===== config.mk =====
export PLATFORM = sky130hd
export DESIGN_NAME = rf_scrubber_arbiter
export DESIGN_NICKNAME = d
export VERILOG_FILES = /design/src/rtl/rf_scrubber_arbiter.sv
export SDC_FILE = /design/constraint.sdc
export NUM_CORES = 1
export LEC_CHECK = 0
export CAP_MARGIN = 25
export CORE_ASPECT_RATIO = 1.4
export CORE_UTILIZATION = 50
export DETAILED_ROUTE_END_ITERATION = 10
export PLACE_DENSITY = 0.83
export RECOVER_POWER = 25
export SYNTH_ARGS = -nofsm -noshare
export SYNTH_HDL_FRONTEND = slang
export SYNTH_SLANG_ARGS = --single-unit

===== constraint.sdc =====
create_clock -name s_clk_i -period 4.3 [get_ports s_clk_i]
set_clock_uncertainty 0.15 [all_clocks]
set_input_delay 0.43 -clock s_clk_i [delete_from_list [all_inputs] [get_ports s_clk_i]]
set_output_delay 0.43 -clock s_clk_i [all_outputs]
set_load 0.05 [all_outputs]

===== src/rtl/rf_scrubber_arbiter.sv =====
// Background RF scrubber that borrows the read ports only when the OP stage leaves them idle.
// Correctable errors are rewritten through a spare write slot; uncorrectable ones are reported.
module rf_scrubber_arbiter #(
   parameter int IDLE_WAIT = 4,
   parameter int CNT_W     = 8
) (
   input  logic             s_clk_i,
   input  logic             s_reset_i,
   input  logic             s_en_i,
   input  logic             s_op_req_i,
   input  logic [4:0]       s_op_rs1_i,
   input  logic [4:0]       s_op_rs2_i,
   output logic [4:0]       s_rf_rs1_o,
   output logic [4:0]       s_rf_rs2_o,
   input  logic [31:0]      s_rf_p1_i,
   input  logic [31:0]      s_rf_p2_i,
   input  logic [1:0]       s_rf_ce_i,
   input  logic [1:0]       s_rf_uce_i,
   input  logic             s_wb_busy_i,
   output logic             s_scr_we_o,
   output logic [4:0]       s_scr_wadd_o,
   output logic [31:0]      s_scr_wval_o,
   output logic [1:0]       s_uce_o,
   output logic [3:0]       s_uce_pair_o,
   output logic             s_pass_o,
   output logic [CNT_W-1:0] s_ce_cnt_o,
   output logic [1:0]       s_state_o
);

   localparam logic [1:0] ST_IDLE  = 2'd0;
   localparam logic [1:0] ST_READ  = 2'd1;
   localparam logic [1:0] ST_CHECK = 2'd2;
   localparam logic [1:0] ST_FIX   = 2'd3;
   localparam logic [3:0] WAIT_LAST = 4'(IDLE_WAIT - 1);

   logic [1:0]  state;
   logic [3:0]  k;
   logic [3:0]  wait_cnt;
   logic [1:0]  pend;
   logic [31:0] dat1;
   logic [31:0] dat2;
   logic        scrub_drive;
   logic [1:0]  ce_ok;
   logic        fix_go1;
   logic        fix_go2;
   logic        fix_done;

   // The OP stage wins the ports outright, even in the scrubber's own READ cycle.
   assign scrub_drive = (state == ST_READ) && !s_op_req_i;
   assign s_rf_rs1_o  = scrub_drive ? {k, 1'b0} : s_op_rs1_i;
   assign s_rf_rs2_o  = scrub_drive ? {k, 1'b1} : s_op_rs2_i;
   assign s_state_o   = state;

   // UCE dominates CE; register 0 is hardwired and never rewritten.
   assign ce_ok    = s_rf_ce_i & ~s_rf_uce_i & {1'b1, (k != 4'd0)};
   assign fix_go1  = !s_wb_busy_i && pend[0];
   assign fix_go2  = !s_wb_busy_i && !pend[0] && pend[1];
   assign fix_done = fix_go2 || (fix_go1 && !pend[1]);

   always_ff @(posedge s_clk_i) begin
      if (s_reset_i) begin
         state        <= ST_IDLE;
         k            <= 4'd0;
         wait_cnt     <= 4'd0;
         pend         <= 2'b00;
         dat1         <= 32'd0;
         dat2         <= 32'd0;
         s_scr_we_o   <= 1'b0;
         s_scr_wadd_o <= 5'd0;
         s_scr_wval_o <= 32'd0;
         s_uce_o      <= 2'b00;
         s_uce_pair_o <= 4'd0;
         s_pass_o     <= 1'b0;
         s_ce_cnt_o   <= '0;
      end else begin
         s_scr_we_o <= 1'b0;
         s_uce_o    <= 2'b00;
         s_pass_o   <= 1'b0;
         case (state)
            ST_IDLE: begin
               if (s_en_i && !s_op_req_i) begin
                  if (wait_cnt == WAIT_LAST) begin
                     wait_cnt <= 4'd0;
                     state    <= ST_READ;
                  end else begin
                     wait_cnt <= wait_cnt + 4'd1;
                  end
               end else begin
                  wait_cnt <= 4'd0;
               end
            end
            ST_READ: begin
               state <= (s_op_req_i || !s_en_i) ? ST_IDLE : ST_CHECK;
            end
            ST_CHECK: begin
               s_uce_o      <= s_rf_uce_i;
               s_uce_pair_o <= k;
               pend         <= ce_ok;
               dat1         <= s_rf_p1_i;
               dat2         <= s_rf_p2_i;
               if (ce_ok == 2'b00) begin
                  k        <= k + 4'd1;
                  s_pass_o <= (k == 4'd15);
                  state    <= ST_IDLE;
               end else begin
                  state <= ST_FIX;
               end
            end
            ST_FIX: begin
               if (fix_go1) begin
                  s_scr_we_o   <= 1'b1;
                  s_scr_wadd_o <= {k, 1'b0};
                  s_scr_wval_o <= dat1;
                  pend[0]      <= 1'b0;
               end else if (fix_go2) begin
                  s_scr_we_o   <= 1'b1;
                  s_scr_wadd_o <= {k, 1'b1};
                  s_scr_wval_o <= dat2;
                  pend[1]      <= 1'b0;
               end
               if ((fix_go1 || fix_go2) && (s_ce_cnt_o != '1)) begin
                  s_ce_cnt_o <= s_ce_cnt_o + 1'b1;
               end
               if (fix_done) begin
                  k        <= k + 4'd1;
                  s_pass_o <= (k == 4'd15);
                  state    <= ST_IDLE;
               end
            end
            default: state <= ST_IDLE;
         endcase
      end
   end

endmodule


Yosys cells after proc, flatten, opt, wreduce, memory -nomap -nowiden
Cells that the tools add are included.
{"block": "word_totals", "elab_cells": 89, "output_inout_bits": 65, "reg_bits": 129, "input_bits": 83}
{"block": "classes", "eq_ne": 13, "reduce_logical": 28, "muxes": 26, "bitwise_logic": 5, "addsub": 3}
{"operator": "two-way mux 32 bit", "count": 2}
{"operator": "two-way mux 5 bit", "count": 4}
{"operator": "two-way mux 4 bit", "count": 4}
{"operator": "inequality test 2 bit (second input constant)", "count": 7}
{"operator": "two-way mux 2 bit", "count": 5}
{"operator": "AND reduction 3 bit", "count": 3}
{"operator": "adder 4 x 1 -> 4 bit (second input constant)", "count": 2}
{"operator": "adder 8 x 1 -> 8 bit (second input constant)", "count": 1}
{"operator": "inequality test 8 bit (second input constant)", "count": 1}
{"operator": "case mux 2 bit (4 select lines)", "count": 1}
{"operator": "case mux 4 bit (2 select lines)", "count": 1}
{"operator": "logical AND 1 bit", "count": 7}
{"operator": "two-way mux 1 bit", "count": 7}
{"operator": "AND reduction 2 bit", "count": 3}
{"operator": "zero test 1 bit", "count": 5}
{"operator": "bitwise AND 2 bit", "count": 2}
{"operator": "equality test 2 bit (second input constant)", "count": 2}
{"operator": "equality test 4 x 2 -> 1 bit (second input constant)", "count": 1}
{"operator": "equality test 4 bit (second input constant)", "count": 1}
{"operator": "zero test 2 bit", "count": 2}
{"operator": "case mux 2 bit (2 select lines)", "count": 1}
{"operator": "nonzero test 2 bit", "count": 2}
{"operator": "nonzero test 4 bit", "count": 1}
{"operator": "OR reduction 2 bit", "count": 2}
{"operator": "5 further kinds", "count": 8}

Longest topological paths before layout
Gate-level depths: netlist of the first run.
{"block": "depth", "ltp_word": 6, "depth_mapped": 7, "ltp_nobuf": 6}

Worst setup path before layout of the first run
OpenSTA, ideal clock, no wires.
{"block": "synth_path", "kind": "register -> output", "start": "register state[0], in the netlist s_state_o[0]", "end": "output s_rf_rs1_o[1]", "t_arrival_ns": 1.886, "required_time_ns": 3.720, "stages_incl_launch_ff": 5, "n_path_buf": 2, "slack_ns": 1.834, "cell_sequence": "dfxtp_1 > buf_2 > nor3b_1 > buf_2 > mux2_2"}
{"block": "synth_via", "elab_chain_cells": 3}
{"item": "start: declaration", "line_no": "36", "rtl": "logic [1:0] state;"}
{"item": "start signal: assignment", "line_no": "93", "rtl": "state <= (s_op_req_i || !s_en_i) ? ST_IDLE : ST_CHECK;"}
{"item": "equality test 2 x 1 -> 1 bit", "line_no": "49", "rtl": "assign scrub_drive = (state == ST_READ) && !s_op_req_i;"}
{"item": "logical AND 1 bit", "line_no": "49"}
{"item": "two-way mux 5 bit", "line_no": "50", "rtl": "assign s_rf_rs1_o = scrub_drive ? {k, 1'b0} : s_op_rs1_i;"}
{"item": "end: declaration", "line_no": "13", "rtl": "output logic [4:0] s_rf_rs1_o,"}
No other way between the ends.

Worst setup path after layout of the first run
{"block": "layout_path", "start": "input s_reset_i", "end": "register dat2[14]"}
{"item": "start: declaration", "line_no": "8", "rtl": "input logic s_reset_i,"}
{"item": "end signal: assignment", "line_no": "100", "rtl": "dat2 <= s_rf_p2_i;"}
{"item": "end: declaration", "line_no": "41", "rtl": "logic [31:0] dat2;"}
No word-level cell between the ends.

==> results of run 1 <==
placed cells by master (no fill, tap or decap), types with 2 or more instances in the layout:
cell type        instances
nor2b_1                  4
clkinvlp_4               3
nor3_1                   2
or4_1                    5
clkbuf_16               17
nor3b_1                  4
mux2i_1                 32
and4_1                   2
nand3_1                  5
clkbuf_8                 3
a211oi_1                33
dfxtp_1                129
clkinv_4                 3
clkdlybuf4s50_1        112
nor2_1                  40
inv_1                    6
o41ai_1                  2
o31ai_1                  4
ha_1                     4
nand2b_2                 2
buf_4                    4
clkinv_2                 3
dlygate4sd3_1           34
o21ai_0                  5
a21oi_1                 88
a22oi_1                  2
mux2_2                  10
nand3b_1                 2
and3_1                   3
nand2_1                154
bufinv_16                2
metal layers:
layer,share of wire,up-vias,GRT usage
li1,-,2335,-
met1,0.40,2154,0.261
met2,0.54,162,0.424
met3,0.056,12,0.0581
met4,0.014,0,0.110
met5,0,-,0
state kept, by name, indices dropped and copies added, names as in the netlist, 2 cells and up:
| register | cells |
|---|---|
| s_state_o | 2 |
| s_uce_o | 2 |
| s_scr_wval_o | 32 |
| k | 4 |
| s_scr_wadd_o | 5 |
| dat1 | 32 |
| s_uce_pair_o | 4 |
| pend | 2 |
| s_ce_cnt_o | 8 |
| wait_cnt | 4 |
| dat2 | 32 |
cell type report:
class | count | area share
multi-input combinational | 425 | 0.327
tap | 135 | 0.0232
inverter | 6 | 0.00309
timing repair buffer | 153 | 0.210
sequential | 129 | 0.355
clock buffer | 20 | 0.0641
clock inverter | 12 | 0.0182
report_power, final:
part	switching [uW]	total [uW]	internal (uW)
clock	514	1410	900
combinational	56.5	136	79.5
sequential	0.614	1200	1200
Yosys cell counts (4+ instances only):
master,instances
nand3_1,5
buf_1,7
a211oi_1,33
clkbuf_1,22
nand2_1,154
nor2b_1,5
mux2_2,10
a21oi_1,88
o31ai_1,4
o21ai_0,5
inv_1,6
buf_2,13
ha_1,4
mux2i_1,32
nor2_1,40
buf_6,4
dfxtp_1,129
or4_1,5
nor3b_1,4
logic make-up (layout without fill, tap and decap cells):
group / count (synthesis) / count (layout) / share of synthesized area
muxes: 43 / 43 / 0.0848
xor gates and xnor gates: 1 / 1 / 0.00167
buffers and inverters: 56 / 191 / 0.0528
AOI/OAI and AO/OA: 142 / 142 / 0.162
and+or+nand+nor: 235 / 235 / 0.196
DFF: 129 / 129 / 0.493
adders and majority gates: 4 / 4 / 0.00955
stage by stage:
step | instance area (um2) | hold WS [ns] | util | cells | setup slack, ns
after CTS | 7300 | 0.305 | 0.726 | 880 | 1.11
final | 7280 | 0.298 | 0.724 | 880 | 0.869
after global routing | 7280 | 0.319 | 0.724 | 880 | 0.556
after detailed placement | 6700 | 0.298 | 0.666 | 848 | 1.30
after global placement | 6670 | 0.292 | 0.663 | 847 | 1.35
after floorplan | 5240 | 0.286 | - | 610 | 1.83
worst max-delay path by stage:
stage,endpoint,from,depth (start not counted),slack [ns]
3_3_place_gp,s_rf_rs2_o[2],s_op_req_i,5,1.35
4_1_cts,s_rf_rs2_o[1],s_state_o[0],4,1.11
3_5_place_dp,s_rf_rs2_o[1],s_op_req_i,5,1.30
6_report,dat2[14],s_reset_i,3,0.87
2_1_floorplan,s_rf_rs1_o[1],s_state_o[0],4,1.83
5_1_grt,dat1[30],s_reset_i,3,0.56
worst reg2reg max path, stage by stage, from the launching register on:
cell and delay [ns]:
dfxtp_1 0.59, and3b_1 0.34, o21a_2 0.60, buf_4 0.45, nor2_1 0.11, a211oi_1 0.24
==> metrics.yaml, run 1 <==
clocking:
  cts_tree: "built"
  postCtsSetupBuffers: 0
  cts_hold_buf: 0
  root_buffer: "clkbuf_16"
  cts_resized: 0
  clock-sinks: 129
  clk_pin_slew_ns: 0.06
  htreeDepth: 4
  cts_buffer_depth: 2
  worstSkewPairLatency_ns: 0.40
  cts_buffers: 17
grt:
  gr-total-overflow: 0
  grt_pass1_vias: 4344
  grt_usage: 0.238
  grt_pass1_wl_um: 19900
  antenna_found_initial: 0
  grt_start_max_net_pins: 72
yosys:
  avgSynthCellArea_um2: 8.59
  synth_edf_count: 0
  yosys.area.top_type: "dfxtp_1"
  synth-seq-cells: 129
  synth.cell_area_um2: 5240
  ys.flop_type: "dfxtp_1"
  syn_inst: 610
  synth_top_cells_by_area: "dfxtp_1 49%, nand2_1 11%, a21oi_1 8.4%"
  synth_nets: 697
  synth.distinct_cells: 48
  ys_warn_count: 0
  async_flop_share: 0
  synth_top_area_frac: 0.493
  ys_seq_area_frac: 0.493
worst_setup_path:
  crit_path_max_fanout: 71
  r2r-start: "s_state_o[0]"
  reg2reg_to: "s_scr_wval_o[4]"
  slowest_delay_ns: 1.82
  startpoint_type: "input port"
  endpoint_kind: "flop"
  crit_buf_inv: 2
  cp.required_ns: 4.32
  critPathKind: "input port to flop"
  rr_worst_depth: 5
  regToRegSetupSlack_ns: 1.71
  crit_family: "buffers and inverters"
  arrival_ns: 3.45
  path_cells: "clkbuf_2 -> clkbuf_1 -> a21oi_1"
  cpMaxStageDelayCell: "clkbuf_1"
sta:
  post-route-period-util: 0.798
  setup_violations: 0
  fmax_ghz: 0.291
  slew-limit-headroom: -0.621
  final.setup.tns_ns: 0
  rsz0062_at_grt: "no"
  min_period_ns: 3.43
  tightest_slew_ns: 2.43
  drv_slew: 60
  final-hold-violation-count: 0
min_path:
  min_from: "s_uce_pair_o[1]"
  hold_class: "flop to flop"
  min_path_cells: 2
  min_to: "s_uce_pair_o[1]"
route:
  drtPass1Iterations: 5
  drtIter0Drc: 245
  post_drt_wl_per_cell_um: 14.3
  drt-total-wl_um: 12600
  vias: 4663
  drc: 0
  route.antenna.remaining_nets: 0
  vias_per_cell: 5.30
status:
  violations: "max-capacitance violations, max-slew violations"
  status: "finished, violations left"
run:
  drv_cap: 1
floorplan:
  die_area_um2: 10900
  die_h_um: 123
  fp.coreArea_um2: 10100
  initial_core_util: 0.521
  dieWidth_um: 88.5
  rows: 43
  io_pins: 148
power_and_ir_drop:
  leakagePower_uw: 0.00275
  ir_drop_mv: 0.337
  p_per_area_nw_per_um2: 377
  totalPowerFinal_uw: 2750
placement:
  io_buffers: 147
  dp_hpwl_um: 8630
  gp_congestion: 0.781
layout:
  n_fill_cell: 743
  multi_input_area_um2: 2380
  diodes: 0
  drive_gt1_frac: 0.0765
  seqCellArea_um2: 2580
  syn2layout_area_growth_pct: 39.0
  nets: 819
(Power assumes the default switching activity.)
==> inputs of run 2 (changes only) <==
--- a/config.mk
+++ b/config.mk
@@ -7,9 +7,9 @@
 export LEC_CHECK = 0
 export CAP_MARGIN = 25
 export CORE_ASPECT_RATIO = 1.4
-export CORE_UTILIZATION = 50
+export CORE_UTILIZATION = 43
 export DETAILED_ROUTE_END_ITERATION = 10
-export PLACE_DENSITY = 0.83
+export PLACE_DENSITY = 0.76
 export RECOVER_POWER = 25
 export SYNTH_ARGS = -nofsm -noshare
 export SYNTH_HDL_FRONTEND = slang
==> constraint.sdc (replaced) <==
create_clock -name s_clk_i -period 2.9 [get_ports s_clk_i]
set_clock_uncertainty 0.15 [all_clocks]
set_input_delay 0.29 -clock s_clk_i [delete_from_list [all_inputs] [get_ports s_clk_i]]
set_output_delay 0.29 -clock s_clk_i [all_outputs]
set_load 0.05 [all_outputs]
==> metrics.yaml, run 2 (synthesized netlist as in run 1, its figures left out) <==
grt:
  use_met1: 0.243
  antenna_found_initial: 0
  gr-total-overflow: 0
  grt_most_used_layer: "met2"
  grt_pass1_vias: 4492
  grt_usage: 0.209
  grt_start_max_net_pins: 76
  grt_pass1_wl_um: 20600
  grt_use_met3: 0.0483
  met2_usage: 0.366
clocking:
  cts_hold_buf: 0
  htreeDepth: 4
  cts_tree: "built"
  worstSkewPairLatency_ns: 0.40
  root_buffer: "clkbuf_16"
  postCtsSetupBuffers: 0
  clock-sinks: 129
  cts_resized: 0
  cts_buffer_depth: 2
  clk_pin_slew_ns: 0.06
  cts_buffers: 17
power_and_ir_drop:
  clkPwrFrac: 0.514
  leakagePower_uw: 0.00278
  p_switching_uw: 811
  internal-power_uw: 3260
  ir_drop_mv: 0.355
  totalPowerFinal_uw: 4070
  p_per_area_nw_per_um2: 559
  netSwitchingFraction: 0.199
  pwr-share-comb: 0.050
  p_seq_frac: 0.436
sta:
  slew-limit-headroom: 0.278
  rsz0062_at_grt: "no"
  final.setup.worst_slack_ns: 0.422
  final.setup.tns_ns: 0
  min_period_ns: 2.48
  drv_slew: 0
  post-route-period-util: 0.854
  tightest_slew_ns: 1.08
  final-hold-violation-count: 0
  setup_violations: 0
  fmax_ghz: 0.404
status:
  status: "finished, final reports clean"
layout:
  final_cells: 893
  drive_gt1_frac: 0.0845
  postLayoutCellArea_um2: 7290
  final_common_cell: "nand2_1"
  diodes: 0
  nets: 820
  reg_top3: "dat1: 32 flops, dat2: 32 flops, s_scr_wval_o: 32 flops"
  final_cell_mix: "154 x nand2_1, 129 x dfxtp_1, 100 x clkdlybuf4s50_1, 88 x a21oi_1, 40 x nor2_1"
  syn2layout_area_growth_pct: 39.2
worst_setup_path:
  critPathKind: "flop to primary output"
  cpMaxStageDelayCell: "dfxtp_1"
  startpoint_type: "flop"
  slowest_delay_ns: 0.62
  crit_path_frequent_cell: "buf_4"
  arrival_ns: 2.04
  path_cells: "nor3b_1 -> buf_4 -> mux2_2 -> buf_4"
  endpoint_kind: "primary output"
  cp.required_ns: 2.46
  crit_path_max_fanout: 14
floorplan:
  die_h_um: 133
  die_area_um2: 12600
  rows: 47
  io_pins: 148
  fp.coreArea_um2: 11800
  dieWidth_um: 95.3
  initial_core_util: 0.443
route:
  vias: 4739
  drt-total-wl_um: 12800
  vias_per_cell: 5.31
  post_drt_wl_per_cell_um: 14.4
  drtIter0Drc: 181
  route.antenna.remaining_nets: 0
  drc: 0
  drtPass1Iterations: 4
placement:
  dp.cells: 861
  dp_hpwl_um: 8730
  io_buffers: 147
  gp_congestion: 0.776
  dpl-instance-area_um2: 6730
  place_ws_ns: 0.561
min_path:
  hold_class: "input port to flop"
run:
  drv_cap: 0
run 2: cell count changes in the layout (fill, tap and decap cells not counted), sizes merged:
cell / before / now
buf: 5 / 18
clkdlybuf4s50: 112 / 100
clkinvlp: 3 / 1
dlygate4sd3: 34 / 36
bufinv: 2 / 3
inv: 7 / 6
run 2: stage by stage:
stage / util / hold slack [ns]
global route: 0.617 / 0.243
detailed placement: 0.569 / 0.297
CTS: 0.619 / 0.228
finish: 0.617 / 0.239
floorplan: - / 0.276
global placement: 0.569 / 0.291
run 2: routing by layer:
metal,vias up,part of all wire
li1,2342,-
met1,2237,0.41
met2,143,0.52
met3,17,0.055
met4,0,0.013
met5,-,0
run 2: final cells by class:
class / instances / area [um2]
Fill cell: 999 / 4530
Sequential cell: 129 / 2580
Multi-Input combinational cell: 425 / 2370
Timing Repair Buffer: 154 / 1550
Clock buffer: 22 / 454
Tap cell: 147 / 184
Clock inverter: 10 / 135
Inverter: 6 / 22.5
run 2: path summary, 6_finish.rpt:
check	start	endpoint	slack, ns	depth (start not counted)
worst max-delay path	s_state_o[0]	s_rf_rs1_o[3]	0.42	4
worst min-delay path	s_reset_i	s_ce_cnt_o[0]	0.24	2
worst max register to register	s_state_o[0]	s_ce_cnt_o[5]	0.51	4
worst min register to register	dat1[22]	dat1[22]	0.30	2
run 2: power groups by stage:
stage                     logic (uW)  registers [uW]  clock network (uW)
after floorplan                 67.6            1810                   0
after global placement           205            1810                   0
after detailed placement         206            1810                   0
after CTS                        207            1770                2130
after global routing             217            1770                2220
final                            205            1780                2090
run 2: worst max-delay path: cells and delay by family, from the launching register on:
kind	cells	cell delay, ns
DFF	1	0.62
buffers and inverters	2	0.40
muxes	1	0.36
and+or+nand+nor	1	0.24
